`config.mk`:
```
export PLATFORM = sky130hd
export DESIGN_NAME = line_window_gen
export DESIGN_NICKNAME = d
export VERILOG_FILES = /design/src/rtl/conv_stream_pkg.sv /design/src/rtl/row_beat_counter.sv /design/src/rtl/line_window_gen.sv
export SDC_FILE = /design/constraint.sdc
export NUM_CORES = 1
export LEC_CHECK = 0
export BUFFER_PORTS_ARGS = -buffer_cell sky130_fd_sc_hd__buf_2
export CORE_ASPECT_RATIO = 1.2
export CORE_MARGIN = 4
export CORE_UTILIZATION = 49
export DETAILED_ROUTE_END_ITERATION = 16
export PLACE_DENSITY = 0.83
export SLEW_MARGIN = 15
export SYNTH_ARGS = -nofsm -noshare
export SYNTH_HDL_FRONTEND = slang
export SYNTH_SLANG_ARGS = --single-unit
```
`constraint.sdc`:
```
create_clock -name clk -period 3.1 [get_ports clk]
set_input_delay 0.62 -clock clk [delete_from_list [all_inputs] [get_ports clk]]
set_output_delay 0.62 -clock clk [all_outputs]
set_load 0.005 [all_outputs]
```
`src/rtl/conv_stream_pkg.sv`:
```
// Shared constants and helpers for the convolution streaming front end.
package conv_stream_pkg;

  localparam int unsigned PixWDefault  = 8;
  localparam int unsigned LanesDefault = 8;
  localparam int unsigned KDefault     = 3;
  localparam int unsigned MaxLanes     = 64;

  // Bit offset of tap `tap` (0 = oldest) of lane `lane` in the flattened window bus.
  function automatic int unsigned win_bit_offset(input int unsigned lane, input int unsigned tap,
                                                 input int unsigned pix_w, input int unsigned k);
    return (lane * k + tap) * pix_w;
  endfunction

  // Row-start mask without padding: the first k-1 lanes lack real history.
  function automatic logic [MaxLanes-1:0] lead_lane_mask(input int unsigned lanes,
                                                          input int unsigned k);
    logic [MaxLanes-1:0] m;
    m = '0;
    for (int unsigned i = 0; i < MaxLanes; i++) begin
      if ((i >= k - 1) && (i < lanes)) m[i] = 1'b1;
    end
    return m;
  endfunction

  localparam logic [MaxLanes-1:0] DefaultStartMask = lead_lane_mask(LanesDefault, KDefault);

endpackage

```
`src/rtl/row_beat_counter.sv`:
```
// Beat-within-row counter producing start/end-of-row flags for the current beat.
module row_beat_counter
  import conv_stream_pkg::*;
#(
  parameter int unsigned ROW_BEATS_W = 8
) (
  input  logic                   clk,
  input  logic                   nrst,
  input  logic                   clear_i,
  input  logic                   adv_i,
  input  logic [ROW_BEATS_W-1:0] row_beats_i,
  output logic                   sol_o,
  output logic                   eol_o
);

  logic [ROW_BEATS_W-1:0] count_q, count_d, last_beat;
  logic                   started_q, started_d;
  logic                   bounded;

  always_comb begin
    bounded   = (row_beats_i != '0);
    last_beat = row_beats_i - ROW_BEATS_W'(1);
    // Unbounded rows: only the first beat since reset/clear starts a row.
    sol_o     = bounded ? (count_q == '0) : !started_q;
    eol_o     = bounded && (count_q == last_beat);

    count_d   = count_q;
    started_d = started_q;
    if (clear_i) begin
      count_d   = '0;
      started_d = 1'b0;
    end else if (adv_i) begin
      started_d = 1'b1;
      if (!bounded || eol_o) count_d = '0;
      else                   count_d = count_q + ROW_BEATS_W'(1);
    end
  end

  always_ff @(posedge clk or negedge nrst) begin
    if (!nrst) begin
      count_q   <= '0;
      started_q <= 1'b0;
    end else begin
      count_q   <= count_d;
      started_q <= started_d;
    end
  end

endmodule

```
`src/rtl/line_window_gen.sv`:
```
// Streaming horizontal window generator: per-lane K-pixel windows with history across beats.
module line_window_gen
  import conv_stream_pkg::*;
#(
  parameter int unsigned PIX_W       = PixWDefault,
  parameter int unsigned LANES       = LanesDefault,
  parameter int unsigned K           = KDefault,
  parameter int unsigned ROW_BEATS_W = 8
) (
  input  logic                     clk,
  input  logic                     nrst,
  input  logic                     clear,
  input  logic                     cfg_pad,
  input  logic [ROW_BEATS_W-1:0]   cfg_row_beats,
  input  logic                     in_valid,
  output logic                     in_ready,
  input  logic [LANES*PIX_W-1:0]   in_data,
  output logic                     out_valid,
  input  logic                     out_ready,
  output logic [LANES*K*PIX_W-1:0] out_windows,
  output logic [LANES-1:0]         out_mask,
  output logic                     out_sol,
  output logic                     out_eol
);

  localparam int unsigned CarryW = (K - 1) * PIX_W;
  localparam int unsigned WinW   = K * PIX_W;
  localparam int unsigned ExtW   = (LANES + K - 1) * PIX_W;
  localparam logic [LANES-1:0] StartMask = LANES'(lead_lane_mask(LANES, K));

  logic                     out_valid_q, out_valid_d;
  logic [LANES*K*PIX_W-1:0] out_windows_q, out_windows_d;
  logic [LANES-1:0]         out_mask_q, out_mask_d;
  logic                     out_sol_q, out_sol_d;
  logic                     out_eol_q, out_eol_d;
  logic [CarryW-1:0]        carry_q, carry_d;
  logic                     accept, row_sol, row_eol;
  logic [ExtW-1:0]          ext;

  assign in_ready = !clear && (!out_valid_q || out_ready);
  assign accept   = in_valid && in_ready;

  row_beat_counter #(
    .ROW_BEATS_W(ROW_BEATS_W)
  ) u_row_beat_counter (
    .clk        (clk),
    .nrst       (nrst),
    .clear_i    (clear),
    .adv_i      (accept),
    .row_beats_i(cfg_row_beats),
    .sol_o      (row_sol),
    .eol_o      (row_eol)
  );

  always_comb begin
    // Oldest pixel at the LSB; row start replaces history with zero pixels.
    ext = {in_data, (row_sol ? {CarryW{1'b0}} : carry_q)};

    out_valid_d   = out_valid_q;
    out_windows_d = out_windows_q;
    out_mask_d    = out_mask_q;
    out_sol_d     = out_sol_q;
    out_eol_d     = out_eol_q;
    carry_d       = carry_q;

    if (clear) begin
      out_valid_d = 1'b0;
      carry_d     = '0;
    end else if (accept) begin
      out_valid_d = 1'b1;
      for (int unsigned j = 0; j < LANES; j++) begin
        out_windows_d[win_bit_offset(j, 0, PIX_W, K) +: WinW] = ext[j*PIX_W +: WinW];
      end
      out_mask_d = (!cfg_pad && row_sol) ? StartMask : {LANES{1'b1}};
      out_sol_d  = row_sol;
      out_eol_d  = row_eol;
      carry_d    = in_data[(LANES-K+1)*PIX_W +: CarryW];
    end else if (out_ready) begin
      out_valid_d = 1'b0;
    end
  end

  always_ff @(posedge clk or negedge nrst) begin
    if (!nrst) begin
      out_valid_q   <= 1'b0;
      out_windows_q <= '0;
      out_mask_q    <= '0;
      out_sol_q     <= 1'b0;
      out_eol_q     <= 1'b0;
      carry_q       <= '0;
    end else begin
      out_valid_q   <= out_valid_d;
      out_windows_q <= out_windows_d;
      out_mask_q    <= out_mask_d;
      out_sol_q     <= out_sol_d;
      out_eol_q     <= out_eol_d;
      carry_q       <= carry_d;
    end
  end

  assign out_valid   = out_valid_q;
  assign out_windows = out_windows_q;
  assign out_mask    = out_mask_q;
  assign out_sol     = out_sol_q;
  assign out_eol     = out_eol_q;

endmodule
```
# Word level (Yosys, flattened, before mapping)
# Index checks and enable logic that the tools add are counted.
# classes
n_addsub	2
eq_ne	1
n_mux	13
n_bitwise	1
reduce_logical	16
# ops
operator	count
$mux W16	3
$mux W8	3
$add A8 B1 Y8 const B	1
$eq A8 B8 Y1	1
$logic_not A8 Y1	1
$reduce_bool A8 Y1	1
$sub A8 B1 Y8 const B	1
$mux W1	6
$logic_not A1 Y1	5
$logic_and A1 B1 Y1	4
$reduce_bool A3 Y1	1
$logic_or A1 B1 Y1	2
$mux W2	1
$reduce_and A2 Y1	1
$reduce_bool A2 Y1	1
$not A1 Y1	1
# totals
ff_bits	228
out_inout_bits	204
elab_cells	41

# Logic depth before layout (Yosys ltp)
# depth
depth_word	7
depth_mapped	7
ltp_nobuf	7

# Cells and area by module
# A second synthesis with hierarchy kept.
# hier_totals
hier_cells	451
area_unflattened_um2	5959.5
# modules_own_cells
module	instances	cells_each	area_each_um2
line_window_gen	1	356	5103.6
row_beat_counter	1	95	855.8

# Worst setup path after synthesis
# No wires, ideal clock.
# synth_path
kind	in2reg
startpoint	in cfg_row_beats[0]
endpoint	reg u_row_beat_counter.count_q[0]
arrival_time_ps	1738
t_required_ps	2961
path_slack_ps	1223
stages	7
n_path_buf	0
path_cell_list	inv_1 ha_1 nor3b_1 xnor2_1 nand4_1 nor4_4 o21ai_0
# synth_via
elab_chain_cells	7
elab_cells_between_ends	9
# synth_lines
item	line	source
start, declared	line_window_gen.sv:14	input logic [ROW_BEATS_W-1:0] cfg_row_beats,
$sub A8 B1 Y8	row_beat_counter.sv:22	last_beat = row_beats_i - ROW_BEATS_W'(1);
$eq A8 B8 Y1	row_beat_counter.sv:25	eol_o = bounded && (count_q == last_beat);
$logic_and A1 B1 Y1	row_beat_counter.sv:25	
$logic_or A1 B1 Y1 (*)	row_beat_counter.sv:34	if (!bounded || eol_o) count_d = '0;
$mux W8 (*)	row_beat_counter.sv:34	
$mux W8 (*)	row_beat_counter.sv:32	end else if (adv_i) begin
$mux W8 (*)	row_beat_counter.sv:29	if (clear_i) begin
end signal, assigned	row_beat_counter.sv:44	count_q <= count_d;
end, declared	row_beat_counter.sv:16	logic [ROW_BEATS_W-1:0] count_q, count_d, last_beat;
# Mark *: on every way between the ends. The rest lies on a longest branch, timed or not. The select of a mux whose other input is x is not followed.
# A chain may end at the register's enable or synchronous reset.

# Final worst setup path
# layout_path
startpoint	in cfg_row_beats[0]
endpoint	reg u_row_beat_counter.count_q[5]
# The elaborated chain is that of the path after synthesis.

==> flow_metrics.env <==
export IMPL_final_cell_area_um2=6350
export IMPL_clk_latency_ns=0.34
export IMPL_busiest_layer="met2"
export IMPL_clk_pin_slew_ns=0.08
export IMPL_power_density_nw_per_um2=568
export IMPL_rsz0062_at_grt="false"
export IMPL_critical_path_required_ns=3.30
export IMPL_synthDistinctLibCells=32
export IMPL_antenna_found_initial=0
export IMPL_yosys_warnings=0
export IMPL_cellLeakagePower_nw=3.70
export IMPL_avgViaCountPerCell=4.81
export IMPL_wl_per_cell_um=15.5
export IMPL_start_util=0.508
export IMPL_fin_crit_ns=1.95
export IMPL_rr_endpoint="out_windows[31]"
export IMPL_slew_headroom=0.569
export IMPL_numCtsBuffers=9
export IMPL_rr_worst_depth=5
export IMPL_synth_area_um2=5420
export IMPL_synth_simple_area_share=0.214
export IMPL_use_met1=0.278
export IMPL_num_antenna_cells=0
export IMPL_use_met3=0.0658
export IMPL_synthAdderAreaFrac=0.00924
export IMPL_worst_setup_path_type="input port to flop"
export IMPL_wl_um=14000
export IMPL_timing_rr_start="out_valid"
export IMPL_core_area_um2=10700
export IMPL_io_buffer_count=281
export IMPL_first_global_vias=4032
export IMPL_dieArea_um2=12800
export IMPL_ys_seq_elements=110
export IMPL_synth_area_mux_share=0.00416
export IMPL_dpl_hpwl_um=10500
export IMPL_num_rows=41
export IMPL_area_growth_pct=17.3
export IMPL_final_cells=899
export IMPL_finalCritPeriodShare=0.630
export IMPL_post_place_cells=883
export IMPL_syn_avg_cell_area_um2=8.89
export IMPL_nFillCells=992
export IMPL_multi_input_area_um2=1650
export IMPL_cp_start_kind="input port"
export IMPL_postCtsHoldBufs=0
export IMPL_finalSetupViolations=0
export IMPL_peakVddDrop_uv=248
export IMPL_synth_cells=609
export IMPL_cts_resized=0
export IMPL_grt_pass1_wl_um=21300
export IMPL_vias=4323
export IMPL_ant_nets=0
export IMPL_drive_gt1_frac=0.403
export IMPL_ys_seq_area_frac=0.508
export IMPL_fmax_ghz=0.512
export IMPL_worst_slew_pin_slew_ns=0.646
export IMPL_dpl_cell_area_um2=6050
export IMPL_max_cap_violations=0
export IMPL_worstPathMaxFanout=9
export IMPL_synth_top_family_by_area="simple AND/OR/NAND/NOR gates"
export IMPL_setup_tns_ns=0
export IMPL_drt_iter0_drc=219
export IMPL_nets=847
export IMPL_gp_congestion=0.766
export IMPL_worstHoldPathType="input port to asynchronous set/reset pin"
export IMPL_root_buffer="clkbuf_16"
export IMPL_drc=0
export IMPL_htreeDepth=3
export IMPL_yosys_area_share_xor_xnor=0.0323
export IMPL_cts_buffer_depth=2
export IMPL_post_cts_buffers=0
export IMPL_grtUsageMet2=0.333
export IMPL_status="finished, final reports clean"
export IMPL_final_util=0.595
export IMPL_clock_sinks=110
export IMPL_io_pins=282
export IMPL_cts_tree="done"
export IMPL_grt_max_degree=65
export IMPL_slew_violations=0
export IMPL_arrival_ns=2.16
export IMPL_cp_end_kind="flop"
export IMPL_ff_latch_area_um2=2750
export IMPL_syn_nets=691
export IMPL_grt_overflow_total=0
export IMPL_die_y_um=123
export IMPL_synth_compound_area_share=0.0427
export IMPL_skew_ns=0.00545
export IMPL_hold_violations=0
export IMPL_rrSetupSlack_ns=1.33
export IMPL_die_w_um=104
export IMPL_grtUsageTotal=0.209
export IMPL_dr_pass1_iters=5
## through the flow
step                      hold WS, ns  power (mW)  setup slack [ns]
after floorplan                 0.324        2.27              1.22
after global placement          0.455        2.48             0.911
after detailed placement        0.460        2.51             0.783
after CTS                       0.170        3.66              1.15
after global routing            0.173        3.81             0.956
final                           0.174        3.61              1.15
## flip-flops by register name, indices dropped and copies added, names as in the netlist
signal                        flops
carry_q                          16
out_eol                           1
out_mask                          2
out_sol                           1
out_valid                         1
out_windows                      80
u_row_beat_counter.count_q        8
u_row_beat_counter.started_q      1
## cell type report
class | count | share of cell area
flip-flops and latches | 110 | 0.433
multi-input cells | 351 | 0.259
repair buffers | 288 | 0.232
clock buffers | 9 | 0.0355
well taps | 129 | 0.0254
clock inverters | 7 | 0.0112
inverters | 5 | 0.00296
## where the power goes
part / leakage (nW) / switching (mW) / internal, mW
Clock: 0.148 / 0.571 / 0.575
Combinational: 2.14 / 0.385 / 0.347
Sequential: 1.41 / 0.144 / 1.59
Total: 3.70 / 1.10 / 2.51
## worst max-delay path by stage
stage | slack (ns) | cells after the start | startpoint | end
2_1_floorplan | 1.22 | 7 | cfg_row_beats[0] | u_row_beat_counter.count_q[0]
3_3_place_gp | 0.91 | 8 | cfg_row_beats[0] | u_row_beat_counter.count_q[0]
3_5_place_dp | 0.78 | 8 | cfg_row_beats[0] | u_row_beat_counter.count_q[5]
4_1_cts | 1.15 | 8 | cfg_row_beats[0] | u_row_beat_counter.count_q[5]
5_1_grt | 0.96 | 8 | cfg_row_beats[0] | u_row_beat_counter.count_q[5]
6_report | 1.15 | 8 | cfg_row_beats[0] | u_row_beat_counter.count_q[5]
## kinds of logic after synthesis
logic type	after synthesis
and+or+nand+nor	288
buffers and inverters	148
DFF	110
AOI/OAI and AO/OA	38
xor gates and xnor gates	20
adders and majority gates	4
muxes	1
## placed cells by master, fill, tap and decap left out, types with 4 or more instances in the layout
| cell | n |
|---|---|
| buf_2 | 280 |
| nand2_1 | 257 |
| dfrtp_1 | 110 |
| o21ai_0 | 23 |
| xnor2_1 | 14 |
| a22o_1 | 11 |
| clkbuf_16 | 9 |
| nor2_1 | 8 |
| nand3_1 | 7 |
| buf_4 | 7 |
| xor2_1 | 6 |
| inv_1 | 5 |
| ha_1 | 4 |
| inv_8 | 4 |
## synth_stat cells
master	count	area, µm²
nand2_1	257	965
buf_4	119	893
dfrtp_1	110	2750
o21ai_0	23	115
xnor2_1	14	123
a22o_1	11	96.3
buf_2	11	55.1
clkbuf_1	8	30.0
nor2_1	8	30.0
nand3_1	7	35.0
xor2_1	6	52.6
inv_1	5	18.8
ha_1	4	50.1
buf_1	3	11.3
a21oi_1	2	10.0
and3_1	2	12.5
nand2b_1	2	12.5
nor3b_1	2	15.0
o21ai_1	2	10.0
and2_1	1	6.26
and4bb_1	1	12.5
buf_6	1	11.3
clkbuf_2	1	5.00
mux2i_4	1	22.5
nand3b_1	1	7.51
nand4_1	1	6.26
nor2_2	1	6.26
nor2b_1	1	6.26
nor3_1	1	5.00
nor4_1	1	6.26
nor4_2	1	12.5
nor4_4	1	21.3
## metal layers
| metal | routed length (µm) | share of wire |
|---|---|---|
| met1 | 5720 | 0.41 |
| met5 | 0 | 0 |
| met2 | 6860 | 0.49 |
| met4 | 182 | 0.013 |
| met3 | 1180 | 0.085 |
## worst max-delay path, cell delays in order
cell,delay (ns)
buf_2,0.11
inv_1,0.08
ha_1,0.21
nor3b_1,0.26
xnor2_1,0.17
nand4_1,0.17
nor4_4,0.36
o21ai_0,0.18
Power figures use the tool's default switching activity.
